===== src/rtl/lsu_bus_master_if.sv =====
// Data-memory bus between the load/store unit and its responder.
// The master drives the request side and the responder drives ready/read data.
interface lsu_bus_master_if;
  logic        bus_req;
  logic        bus_we;
  logic [31:0] bus_addr;
  logic [3:0]  bus_be;
  logic [31:0] bus_wdata;
  logic        bus_ready;
  logic [31:0] bus_rdata;

  modport master (
    output bus_req,
    output bus_we,
    output bus_addr,
    output bus_be,
    output bus_wdata,
    input  bus_ready,
    input  bus_rdata
  );

  modport slave (
    input  bus_req,
    input  bus_we,
    input  bus_addr,
    input  bus_be,
    input  bus_wdata,
    output bus_ready,
    output bus_rdata
  );
endinterface


===== src/rtl/lsu_bus_master.sv =====
// Load/store bus initiator: one CPU memory instruction becomes one word-aligned
// bus transaction. Stores get byte enables and lane-replicated data; loads get
// lane selection and sign/zero extension. Illegal accesses and bus stalls that
// exceed TIMEOUT_CYCLES finish with an error instead of a transfer.
module lsu_bus_master #(
  parameter int TIMEOUT_CYCLES = 16
) (
  input  logic                     clk,
  input  logic                     reset,
  input  logic                     start,
  input  logic                     is_store,
  input  logic [2:0]               funct3,
  input  logic [31:0]              addr,
  input  logic [31:0]              wdata,
  output logic                     busy,
  output logic                     done,
  output logic [31:0]              rdata,
  output logic                     err_misalign,
  output logic                     err_timeout,
  lsu_bus_master_if.master         bus
);

  typedef enum logic [1:0] {
    S_IDLE = 2'd0,
    S_REQ  = 2'd1,
    S_FIN  = 2'd2,
    S_ERR  = 2'd3
  } state_t;

  // Counter wide enough to hold TIMEOUT_CYCLES-1; a 1-bit stub when disabled.
  localparam int CNT_W = (TIMEOUT_CYCLES > 1) ? $clog2(TIMEOUT_CYCLES + 1) : 1;
  localparam logic [CNT_W-1:0] TO_LAST = CNT_W'(TIMEOUT_CYCLES - 1);
  localparam bit TO_ENABLE = (TIMEOUT_CYCLES != 0);

  state_t           state_r;
  logic             is_store_r;
  logic [2:0]       funct3_r;
  logic [1:0]       lane_r;
  logic [CNT_W-1:0] cnt_r;

  logic             legal_s;
  logic [3:0]       be_s;
  logic [31:0]      wdata_lane_s;

  // Access legality: alignment by size, known funct3, no unsigned stores.
  function automatic logic is_legal(input logic st, input logic [2:0] f3,
                                    input logic [1:0] lo);
    logic ok;
    case (f3)
      3'b000:  ok = 1'b1;
      3'b100:  ok = ~st;
      3'b001:  ok = ~lo[0];
      3'b101:  ok = ~lo[0] & ~st;
      3'b010:  ok = (lo == 2'b00);
      default: ok = 1'b0;
    endcase
    return ok;
  endfunction

  // Store byte enables for the addressed lane(s).
  function automatic logic [3:0] calc_be(input logic [2:0] f3, input logic [1:0] lo);
    logic [3:0] be;
    case (f3[1:0])
      2'b00:   be = 4'b0001 << lo;
      2'b01:   be = lo[1] ? 4'b1100 : 4'b0011;
      2'b10:   be = 4'b1111;
      default: be = 4'b0000;
    endcase
    return be;
  endfunction

  // Store data replicated so every lane carries the right-justified operand.
  function automatic logic [31:0] calc_wdata(input logic [2:0] f3, input logic [31:0] wd);
    logic [31:0] w;
    case (f3[1:0])
      2'b00:   w = {4{wd[7:0]}};
      2'b01:   w = {2{wd[15:0]}};
      2'b10:   w = wd;
      default: w = 32'h0000_0000;
    endcase
    return w;
  endfunction

  // Select the loaded lane and extend it according to funct3.
  function automatic logic [31:0] load_extend(input logic [2:0] f3, input logic [1:0] lo,
                                              input logic [31:0] word);
    logic [7:0]  b;
    logic [15:0] h;
    logic [31:0] r;
    case (lo)
      2'b00:   b = word[7:0];
      2'b01:   b = word[15:8];
      2'b10:   b = word[23:16];
      2'b11:   b = word[31:24];
      default: b = 8'h00;
    endcase
    h = lo[1] ? word[31:16] : word[15:0];
    case (f3)
      3'b000:  r = {{24{b[7]}}, b};
      3'b100:  r = {24'h00_0000, b};
      3'b001:  r = {{16{h[15]}}, h};
      3'b101:  r = {16'h0000, h};
      3'b010:  r = word;
      default: r = 32'h0000_0000;
    endcase
    return r;
  endfunction

  // Decode the incoming request so it can be registered at start.
  always_comb begin
    legal_s      = is_legal(is_store, funct3, addr[1:0]);
    be_s         = 4'b0000;
    wdata_lane_s = 32'h0000_0000;
    if (is_store) begin
      be_s         = calc_be(funct3, addr[1:0]);
      wdata_lane_s = calc_wdata(funct3, wdata);
    end else begin
      be_s         = 4'b0000;
      wdata_lane_s = 32'h0000_0000;
    end
  end

  // Control FSM with all outputs registered; completion outputs default to 0.
  always_ff @(posedge clk or posedge reset) begin
    if (reset) begin
      state_r       <= S_IDLE;
      is_store_r    <= 1'b0;
      funct3_r      <= 3'b000;
      lane_r        <= 2'b00;
      cnt_r         <= '0;
      busy          <= 1'b0;
      done          <= 1'b0;
      rdata         <= 32'h0000_0000;
      err_misalign  <= 1'b0;
      err_timeout   <= 1'b0;
      bus.bus_req   <= 1'b0;
      bus.bus_we    <= 1'b0;
      bus.bus_addr  <= 32'h0000_0000;
      bus.bus_be    <= 4'b0000;
      bus.bus_wdata <= 32'h0000_0000;
    end else begin
      done         <= 1'b0;
      rdata        <= 32'h0000_0000;
      err_misalign <= 1'b0;
      err_timeout  <= 1'b0;
      case (state_r)
        S_IDLE: begin
          if (start) begin
            is_store_r <= is_store;
            funct3_r   <= funct3;
            lane_r     <= addr[1:0];
            busy       <= 1'b1;
            cnt_r      <= '0;
            if (legal_s) begin
              state_r       <= S_REQ;
              bus.bus_req   <= 1'b1;
              bus.bus_we    <= is_store;
              bus.bus_addr  <= {addr[31:2], 2'b00};
              bus.bus_be    <= be_s;
              bus.bus_wdata <= wdata_lane_s;
            end else begin
              state_r      <= S_ERR;
              done         <= 1'b1;
              err_misalign <= 1'b1;
            end
          end
        end
        S_REQ: begin
          if (bus.bus_ready) begin
            state_r <= S_FIN;
            done    <= 1'b1;
            rdata   <= is_store_r ? 32'h0000_0000
                                  : load_extend(funct3_r, lane_r, bus.bus_rdata);
            bus.bus_req   <= 1'b0;
            bus.bus_we    <= 1'b0;
            bus.bus_addr  <= 32'h0000_0000;
            bus.bus_be    <= 4'b0000;
            bus.bus_wdata <= 32'h0000_0000;
          end else if (TO_ENABLE && (cnt_r == TO_LAST)) begin
            state_r       <= S_ERR;
            done          <= 1'b1;
            err_timeout   <= 1'b1;
            cnt_r         <= '0;
            bus.bus_req   <= 1'b0;
            bus.bus_we    <= 1'b0;
            bus.bus_addr  <= 32'h0000_0000;
            bus.bus_be    <= 4'b0000;
            bus.bus_wdata <= 32'h0000_0000;
          end else begin
            cnt_r <= cnt_r + CNT_W'(1);
          end
        end
        S_FIN, S_ERR: begin
          state_r <= S_IDLE;
          busy    <= 1'b0;
        end
        default: begin
          state_r       <= S_IDLE;
          busy          <= 1'b0;
          bus.bus_req   <= 1'b0;
          bus.bus_we    <= 1'b0;
          bus.bus_addr  <= 32'h0000_0000;
          bus.bus_be    <= 4'b0000;
          bus.bus_wdata <= 32'h0000_0000;
        end
      endcase
    end
  end

endmodule


===== src/flat_wrapper.sv =====
// flat-port wrapper written by rule: the top's interface ports become plain ports
module lsu_bus_master_flat 
#(
  parameter int TIMEOUT_CYCLES = 16
)
  (clk, reset, start, is_store, funct3, addr, wdata, busy, done, rdata, err_misalign, err_timeout, bus_bus_req, bus_bus_we, bus_bus_addr, bus_bus_be, bus_bus_wdata, bus_bus_ready, bus_bus_rdata);
  lsu_bus_master_if bus_i ();
  input  logic clk;
  input  logic reset;
  input  logic start;
  input  logic is_store;
  input  logic [2:0] funct3;
  input  logic [31:0] addr;
  input  logic [31:0] wdata;
  output logic busy;
  output logic done;
  output logic [31:0] rdata;
  output logic err_misalign;
  output logic err_timeout;
  output wire logic [$bits(bus_i.bus_req)-1:0] bus_bus_req;
  output wire logic [$bits(bus_i.bus_we)-1:0] bus_bus_we;
  output wire logic [$bits(bus_i.bus_addr)-1:0] bus_bus_addr;
  output wire logic [$bits(bus_i.bus_be)-1:0] bus_bus_be;
  output wire logic [$bits(bus_i.bus_wdata)-1:0] bus_bus_wdata;
  input wire logic [$bits(bus_i.bus_ready)-1:0] bus_bus_ready;
  input wire logic [$bits(bus_i.bus_rdata)-1:0] bus_bus_rdata;
  assign bus_bus_req = bus_i.bus_req;
  assign bus_bus_we = bus_i.bus_we;
  assign bus_bus_addr = bus_i.bus_addr;
  assign bus_bus_be = bus_i.bus_be;
  assign bus_bus_wdata = bus_i.bus_wdata;
  assign bus_i.bus_ready = bus_bus_ready;
  assign bus_i.bus_rdata = bus_bus_rdata;
  lsu_bus_master #(.TIMEOUT_CYCLES(TIMEOUT_CYCLES)) u_core (.clk(clk), .reset(reset), .start(start), .is_store(is_store), .funct3(funct3), .addr(addr), .wdata(wdata), .busy(busy), .done(done), .rdata(rdata), .err_misalign(err_misalign), .err_timeout(err_timeout), .bus(bus_i));
endmodule

===== config.mk =====
export PLATFORM = sky130hd
export DESIGN_NAME = lsu_bus_master_flat
export DESIGN_NICKNAME = d
export VERILOG_FILES = /design/src/rtl/lsu_bus_master_if.sv /design/src/rtl/lsu_bus_master.sv /design/src/flat_wrapper.sv
export SDC_FILE = /design/constraint.sdc
export NUM_CORES = 1
export LEC_CHECK = 0
export ABC_AREA = 0
export CORE_ASPECT_RATIO = 1.75
export CORE_UTILIZATION = 29
export DETAILED_ROUTE_END_ITERATION = 10
export PLACE_DENSITY = 0.65
export SYNTH_ARGS = -nofsm -noshare
export SYNTH_HDL_FRONTEND = slang
export SYNTH_SLANG_ARGS = --single-unit

===== constraint.sdc =====
create_clock -name clk -period 3.7 [get_ports clk]
set_clock_uncertainty 0.2 [all_clocks]
set_input_delay 0.74 -clock clk [delete_from_list [all_inputs] [get_ports clk]]
set_output_delay 0.74 -clock clk [all_outputs]
set_load 0.01 [all_outputs]

# After elaboration in Yosys (flattened, before gate mapping)
# Cells that the tools add are included.
# Widths: inputs -> output; s select.
[totals] wordCells=107 ff_bits=119 output_inout_bits=106 inputBits=104
[op_classes] n_eq_ne=21 bitwise_logic=3 reduce_logical=14 add_sub_neg=1 mux=52 shifts=1
[ops] op="$mux 32" count=10
[ops] op="$pmux 32 s5" count=1
[ops] op="$pmux 32 s2" count=2
[ops] op="$pmux 32 s3" count=1
[ops] op="$pmux 8 s4" count=1
[ops] op="$mux 4" count=6
[ops] op="$mux 16" count=1
[ops] op="$mux 5" count=3
[ops] op="$mux 1" count=14
[ops] op="$eq 3x3->1 const B" count=4
[ops] op="$pmux 4 s3" count=1
[ops] op="$eq 2x2->1 const B" count=5
[ops] op="$pmux 5 s2" count=1
[ops] op="$logic_not 2->1" count=4
[ops] op="$mux 2" count=4
[ops] op="$pmux 1 s2" count=4
[ops] op="$pmux 4 s2" count=1
[ops] op="$eq 2x1->1 const B" count=3
[ops] op="$eq 3x1->1 const B" count=2
[ops] op="$eq 3x2->1 const B" count=2
[ops] op="$logic_not 3->1" count=2
[ops] op="$pmux 2 s3" count=1
[ops] op="$reduce_and 2->1" count=3
[ops] op="$add 5x1->5 const B" count=1
[ops] op="other kinds (12)" count=15

# Depth between registers and ports, before layout
# Gate-level depths: netlist (run 1).
[depth] ltp_word=6 ltp_mapped=7 ltp_nobuf=5

# Worst setup path after synthesis (run 1)
# No wires, ideal clock.
[synth_path] path_type="input to register" startpoint="in funct3[0]" endpoint="reg u_core.bus.bus_wdata[0]" t_arrival_ps=2023 path_buffers=3 cell_stages=7 setup_time_ps=121 setup_slack_ps=1356 cell_sequence="buf_2 -> or4_4 -> a21oi_2 -> o21ai_2 -> buf_6 -> buf_6 -> a22o_1"
[synth_between] elab_chain_cells=6 word_cells_on_any_way=16 classes_between="7 x eq/ne; 6 x mux; 3 x reduce/logical"
[synth_rtl] element="start: declaration" line="flat_wrapper.sv:12" rtl="input logic [2:0] funct3;"
[synth_rtl] element="$eq 2x2->1, or another cell as far along" line="lsu_bus_master.sv:75" rtl="case (f3[1:0])"
[synth_rtl] element="$pmux 32 s3" line="lsu_bus_master.sv:75"
[synth_rtl] element="$mux 32" line="lsu_bus_master.sv:114" rtl="if (is_store) begin"
[synth_rtl] element="$mux 32" line="lsu_bus_master.sv:154" rtl="if (legal_s) begin"
[synth_rtl] element="$mux 32" line="lsu_bus_master.sv:148" rtl="if (start) begin"
[synth_rtl] element="$pmux 32 s2" line="lsu_bus_master.sv:146" rtl="case (state_r)"
[synth_rtl] element="end signal: assignment" line="lsu_bus_master.sv:160" rtl="bus.bus_wdata <= wdata_lane_s;"
[synth_rtl] element="end: declaration" line="lsu_bus_master_if.sv:17" rtl="output bus_wdata,"
# Several ways; a longest one is shown, not always the timed one. The select of a mux whose other input is x is not followed.
# A chain may end at the register's enable or synchronous reset.

# Worst setup path in the final report (run 1)
[layout_path] startpoint="in addr[0]" endpoint="reg u_core.bus.bus_addr[8]"
[layout_between] elab_chain_cells=5 word_cells_on_any_way=6 classes_between="1 x eq/ne; 1 x mux; 2 x bitwise; 2 x reduce/logical"
[layout_rtl] element="start: declaration" line="flat_wrapper.sv:13" rtl="input logic [31:0] addr;"
[layout_rtl] element="$not 1->1" line="lsu_bus_master.sv:52, lsu_bus_master.sv:53"
[layout_rtl] element="$and 1x1->1" line="lsu_bus_master.sv:53" rtl="3'b101: ok = ~lo[0] & ~st;"
[layout_rtl] element="$pmux 1 s5 *" line="lsu_bus_master.sv:49" rtl="case (f3)"
[layout_rtl] element="$ne 2x1->1 (no source line) *"
[layout_rtl] element="$reduce_and 4->1 (no source line) *"
[layout_rtl] element="end signal: assignment" line="lsu_bus_master.sv:158" rtl="bus.bus_addr <= {addr[31:2], 2'b00};"
[layout_rtl] element="end: declaration" line="lsu_bus_master_if.sv:15" rtl="output bus_addr,"
# Every way passes the cells marked *; elsewhere a longest branch is shown, timed or not.

==> metrics.md, run 1 <==
| Metric | Value |
|---|---|
| Layout fillers | `1587` |
| Fraction of layout instances using a drive strength above 1 | `7.46%` |
| Slew Limit Fails | `0` |
| Net Switching | `1.70 mW` |
| Setup Fix Bufs, Post-CTS | `0` |
| Clock share of power | `33.8%` |
| CTS Hold Bufs | `0` |
| Critical Path Start Type | `input port` |
| Reg2reg setup slack | `1.19 ns` |
| First-pass GRT wire length | `25600 um` |
| WHS Endpoint | `u_core.bus.bus_wdata[19]` |
| DIE AREA | `0.0182 sq mm` |
| # setup viols final | `0` |
| Mean area per synthesized cell | `10.9 sq um` |
| Area of the mapped netlist | `0.00512 sq mm` |
| Top FF cell, synth | `dfrtp_1` |
| Remaining Overflow, GRT | `0` |
| CTS tree | `yes` |
| DRT Pass-1 Iters | `5` |
| Overall power | `5.53 mW` |
| Setup_tns | `0 ns` |
| Die height | `178 um` |
| Clock sinks | `117` |
| Non-Filler Instances | `912` |
| Most frequent cells in the layout | `clkdlybuf4s50_1 (207), dfrtp_1 (117), nand2_1 (60)` |
| Clock latency on the worst-skew pair | `0.40 ns` |
| Core area | `0.0171 sq mm` |
| DR iter-0 viols | `187` |
| Commonest non-fill, non-tap cell in the layout | `clkdlybuf4s50_1` |
| Vias/cell | `5.15` |
| R2r worst-path depth | `6` |
| FF-to-FF Start | `u_core.cnt_r[0]` |
| Crit share post-route | `73.4%` |
| Synth Instances | `471` |
| Max_cap viols | `0` |
| Post-synthesis sequential area ratio | `57.2%` |
| Post-synth ARST share | `100%` |
| Maximum VDD drop | `338 uV` |
| Kind of critical path | `input port to flop` |
| Num CTS Buffers | `17` |
| Worst hold start | `u_core.bus.bus_wdata[19]` |
| Final worst path period need | `2.72 ns` |
| Antenna-violating nets left | `0` |
| Die extent in x | `102 um` |
| Routed WL | `16500 um` |
| CP Data Arrival Time | `2.79 ns` |
| Final Hold Fails | `0` |
| Largest net degree at the start of global routing | `69` |
| WP data required | `3.78 ns` |
| Routed len/inst | `18.1 um` |
| Register share of total power | `33.2%` |
| Clk pin slew, worst setup/hold paths | `0.05 ns` |
| Switch share | `30.7%` |
| Internal | `3.83 mW` |
| Initial Util | `29.9%` |
| Largest driver fanout on the critical path | `68` |
| Post-CTS resize count | `0` |
| Hpwl dp | `12100 um` |
| Worst rel slew slack | `39.9%` |
| Input/output buffers | `207` |
| Slew @ Worst Pin | `0.902 ns` |
| EDFF count, synth | `0` |
| # IOs | `210` |
| HP Class | `flop to flop` |
| Row count | `63` |
| RR Endpoint | `u_core.bus.bus_addr[17]` |
| Vias in the first global route | `4811` |
| CTS root buf | `clkbuf_16` |
| Power Density | `684 mW/mm^2` |
| Synth warnings | `0` |
| Area added between synthesis and finish | `58.0%` |
| Final GP Congestion | `0.806` |
| GRT Overall Usage | `18.6%` |
| Fmax | `0.368 GHz` |
| Comb pwr share | `33.0%` |
| RSZ-0062 raised after global routing | `false` |
| Inst Count DP | `880` |
| #FFs+latches synth | `117` |
| Layout net count | `777` |
| Clock buffer depth | `2` |
| Worst hold stages | `1` |
| Outcome | `finished clean` |
| CP Capture Type | `flop` |
| Drt drc | `0` |
| Antenna violations before repair | `1` |
| H-tree Lvls | `4` |
| Synth unique cells | `45` |
| P_leak | `3.47 nW` |
| Total number of vias | `4695` |
how the worst max path moves through the flow:
stage / from / slack, ns / end / depth (start not counted)
final: addr[0] / 0.98 / u_core.bus.bus_addr[8] / 6
after global routing: addr[0] / 0.94 / u_core.bus.bus_addr[17] / 6
after CTS: addr[0] / 1.05 / u_core.bus.bus_addr[15] / 6
after detailed placement: addr[0] / 0.62 / u_core.bus.bus_wdata[24] / 6
after global placement: addr[0] / 0.65 / u_core.bus.bus_wdata[24] / 6
after floorplan: reset / 1.33 / u_core.bus.bus_addr[10] / 1
layout make-up:
| cell class | instances | area (sq um) | area share (%) |
|---|---|---|---|
| clock buffers | 22 | 474 | 5.86 |
| multi-input cells | 313 | 2010 | 24.9 |
| well taps | 227 | 284 | 3.51 |
| diodes | 1 | 2.50 | 0.0309 |
| inverters | 6 | 26.3 | 0.325 |
| repair buffers | 217 | 2160 | 26.7 |
| clock inverters | 9 | 198 | 2.44 |
| flip-flops and latches | 117 | 2930 | 36.2 |
critical path, stage by stage:
cell and delay [ns]:
clkdlybuf4s50_1 0.49, or4_4 0.59, a21oi_2 0.18, o21ai_4 0.06
buf_4 0.33, a22o_1 0.33
metrics by stage:
stage | setup slack (ns) | utilization [%] | cell area [sq um] | hold slack, ns
after floorplan | 1.33 | - | 5120 | 0.247
after global placement | 0.654 | 43.3 | 7410 | 0.265
after detailed placement | 0.621 | 43.3 | 7410 | 0.273
after CTS | 1.05 | 47.3 | 8080 | 0.287
after global routing | 0.937 | 47.3 | 8090 | 0.306
final | 0.985 | 47.3 | 8090 | 0.281
cell families after synthesis:
group / count (synthesis) / share of synthesized area [%]
buffers and inverters: 42 / 3.86
AND/OR/NAND/NOR: 100 / 9.44
adder cells (fa/ha/maj): 1 / 0.244
other: 1 / 0.0733
multiplexers: 18 / 3.57
flip-flops: 117 / 57.2
AO/OA/AOI/OAI: 192 / 25.6
synth_stat cells, types with 6 or more instances:
master / count / area share (%)
a22o_1: 51 / 8.7
nand2_1: 60 / 4.4
mux2i_1: 16 / 3.1
nand2b_1: 7 / 0.86
clkbuf_1: 17 / 1.2
a211oi_1: 7 / 1.0
buf_2: 14 / 1.4
a22oi_1: 11 / 1.6
a21oi_1: 52 / 5.1
a21o_1: 7 / 1.0
nor2_1: 9 / 0.66
dfrtp_1: 117 / 57
o2bb2ai_1: 12 / 2.1
o21ai_0: 37 / 3.6
inv_1: 6 / 0.44
nor2b_1: 9 / 1.1
state kept, by name, indices dropped and copies added (netlist names):
| register | cells |
|---|---|
| u_core.bus.bus_addr | 30 |
| u_core.bus.bus_be | 4 |
| u_core.bus.bus_req | 1 |
| u_core.bus.bus_wdata | 32 |
| u_core.bus.bus_we | 1 |
| u_core.busy | 1 |
| u_core.cnt_r | 5 |
| u_core.done | 1 |
| u_core.err_misalign | 1 |
| u_core.err_timeout | 1 |
| u_core.funct3_r | 3 |
| u_core.is_store_r | 1 |
| u_core.lane_r | 2 |
| u_core.rdata | 32 |
| u_core.state_r | 2 |
routing by layer:
layer	GRT usage [%]	part of all wire [%]
met5	0	0
met4	8.39	2.7
met3	4.37	6.2
met2	32.4	53
met1	21.1	38
power by group through the flow:
stage                     Combinational (mW)  Sequential [mW]  Clock, mW
after global routing                    1.99             1.88       1.98
after detailed placement                1.83             1.84          0
final                                   1.82             1.83       1.87
after global placement                  1.77             1.83          0
after floorplan                        0.889             1.88          0
after CTS                               1.83             1.83       1.92
No activity file was read; power rests on OpenSTA's default activity.
==> run 2, diff against run 1 <==
==> constraint.sdc (replaced) <==
create_clock -name clk -period 2.3 [get_ports clk]
set_clock_uncertainty 0.2 [all_clocks]
set_input_delay 0.46 -clock clk [delete_from_list [all_inputs] [get_ports clk]]
set_output_delay 0.46 -clock clk [all_outputs]
set_load 0.01 [all_outputs]
==> run 2 against run 1 <==
Sequential cell count is the same. Total power rose by 55%. Sequential power is 58% higher. Via count decreased by 0.98%. Largest cell class unchanged.
==> metrics.md, run 2 (synthesis results as in run 1) <==
| Metric | Value |
|---|---|
| Routed len/inst | `17.7 um` |
| Post-CTS resize count | `0` |
| # IOs | `210` |
| FF-to-FF Start | `u_core.cnt_r[0]` |
| Outcome | `finished clean` |
| Routed WL | `16500 um` |
| Vias/cell | `4.98` |
| Largest net degree at the start of global routing | `61` |
| Worst rel slew slack | `55.5%` |
| Row count | `63` |
| Area added between synthesis and finish | `61.0%` |
| Drt drc | `0` |
| Clock share of power | `30.3%` |
| Final GP Congestion | `0.818` |
| Fraction of layout instances using a drive strength above 1 | `10.6%` |
| R2r worst-path depth | `6` |
| First-pass GRT wire length | `25400 um` |
| CTS tree | `yes` |
| P_leak | `3.56 nW` |
| Kind of critical path | `flop to flop` |
| Initial Util | `29.9%` |
| Slew @ Worst Pin | `0.666 ns` |
| Crit share post-route | `92.9%` |
| Register share of total power | `33.7%` |
| Max_cap viols | `0` |
| # setup viols final | `0` |
| Layout fillers | `1582` |
| Overall power | `8.60 mW` |
| Crit-path slowest cell | `dfrtp_1` |
| Antenna violations before repair | `1` |
| CTS Hold Bufs | `0` |
| WP data required | `2.43 ns` |
| Setup Fix Bufs, Post-CTS | `0` |
| GRT Overall Usage | `18.6%` |
| Total number of vias | `4649` |
| Reg2reg setup slack | `0.16 ns` |
| Vias in the first global route | `4963` |
| Comb pwr share | `36.0%` |
| Worst hold start | `u_core.bus.bus_req` |
| CP Capture Type | `flop` |
| CP Launch Point | `u_core.cnt_r[0]` |
| Fmax | `0.468 GHz` |
| Worst hold stages | `1` |
| Switch share | `32.0%` |
| HP Class | `flop to flop` |
| N_diodes | `0` |
| Maximum VDD drop | `496 uV` |
| Input/output buffers | `207` |
| CP Data Arrival Time | `2.27 ns` |
| Core area | `0.0171 sq mm` |
| Crit-path cells | `ha_1, and4b_1, o21a_1, o21ai_4, buf_12, a22o_1` |
| Critical Path Start Type | `flop` |
| Clk pin slew, worst setup/hold paths | `0.05 ns` |
| Internal | `5.84 mW` |
| Hpwl dp | `12300 um` |
| RSZ-0062 raised after global routing | `false` |
| RR Endpoint | `u_core.bus.bus_addr[21]` |
| Num CTS Buffers | `17` |
| DIE AREA | `0.0182 sq mm` |
| Delay of the slowest critical-path stage | `0.43 ns` |
| DRT Pass-1 Iters | `4` |
| DR iter-0 viols | `147` |
| Clock buffer depth | `2` |
| Clock sinks | `117` |
| WHS Endpoint | `u_core.bus.bus_req` |
| Antenna-violating nets left | `0` |
| Slew Limit Fails | `0` |
| Inst Count DP | `903` |
| Die extent in x | `102 um` |
| Final Hold Fails | `0` |
| Non-Filler Instances | `933` |
| Regs by FF count | `u_core.bus.bus_wdata (32), u_core.rdata (32), u_core.bus.bus_addr (30)` |
| H-tree Lvls | `4` |
| Remaining Overflow, GRT | `0` |
| Area of the multi-input gates | `0.00202 sq mm` |
| Layout net count | `800` |
| Clock latency on the worst-skew pair | `0.40 ns` |
| Largest driver fanout on the critical path | `53` |
| Storage cell area | `0.00293 sq mm` |
| Die height | `178 um` |
| Most frequent cells in the layout | `clkdlybuf4s50_1 (207), dfrtp_1 (117), nand2_1 (60)` |
| Power Density | `1040 mW/mm^2` |
| Net Switching | `2.75 mW` |
| CTS root buf | `clkbuf_16` |
| Final worst path period need | `2.14 ns` |
| Commonest non-fill, non-tap cell in the layout | `clkdlybuf4s50_1` |
## run 2: changes by cell type in the layout (fill, tap and decap cells not counted)
cell,before,now
clkbuf_1,2,0
buf_4,9,27
clkinv_2,2,4
o311ai_2,1,0
bufinv_16,6,2
o311ai_4,0,1
clkbuf_8,3,4
diode_2,1,0
clkinvlp_4,2,4
buf_12,1,6
## run 2: per-stage QoR
stage	TNS, ns	hold slack [ns]	setup slack (ns)	util [%]	instance area, sq um
3_5_place_dp	-16.90	0.269	-0.335	44.7	7650
6_report	0	0.277	0.164	48.2	8240
3_3_place_gp	-13.06	0.267	-0.212	44.7	7650
5_1_grt	0	0.308	0.0461	48.2	8240
2_1_floorplan	0	0.247	0.213	-	5120
4_1_cts	0	0.286	0.0544	48.1	8230
## run 2: worst max-delay path, delay by kind of cell, from the launching register on
family	cells	cell delay (ns)
flops	1	0.43
simple gates	1	0.24
buf+inv	1	0.26
compound gates	3	0.63
fa+ha+maj	1	0.28
## run 2: area by class of cell
type                    count  share of cell area (%)
flip-flops and latches    117                    35.5
multi-input cells         313                    24.6
inverters                   6                   0.319
well taps                 227                    3.45
repair buffers            240                    29.1
clock buffers              21                    5.83
clock inverters             9                    1.25
## run 2: how the worst max path moves through the flow
stage	to	slack (ns)	depth (start not counted)
final	u_core.bus.bus_addr[21]	0.16	6
after global routing	u_core.bus.bus_addr[23]	0.05	6
after CTS	u_core.rdata[18]	0.05	3
after detailed placement	u_core.rdata[18]	-0.34	4
after global placement	u_core.rdata[27]	-0.21	4
after floorplan	u_core.bus.bus_addr[10]	0.21	1
## run 2: per-layer routing
layer | up-vias | global-route usage, % | wire length (um)
li1 | 2168 | - | -
met1 | 2246 | 19.8 | 5990
met2 | 185 | 32.3 | 8760
met3 | 48 | 5.44 | 1080
met4 | 2 | 10.1 | 656
met5 | - | 0 | 12
## run 2: power by group through the flow
| stage | Clock [mW] | Sequential (mW) | Combinational, mW |
|---|---|---|---|
| CTS | 2.66 | 2.89 | 3.11 |
| global placement | 0 | 2.90 | 3.01 |
| global route | 2.77 | 2.96 | 3.38 |
| detailed placement | 0 | 2.91 | 3.09 |
| floorplan | 0 | 3.02 | 1.43 |
| finish | 2.60 | 2.89 | 3.10 |
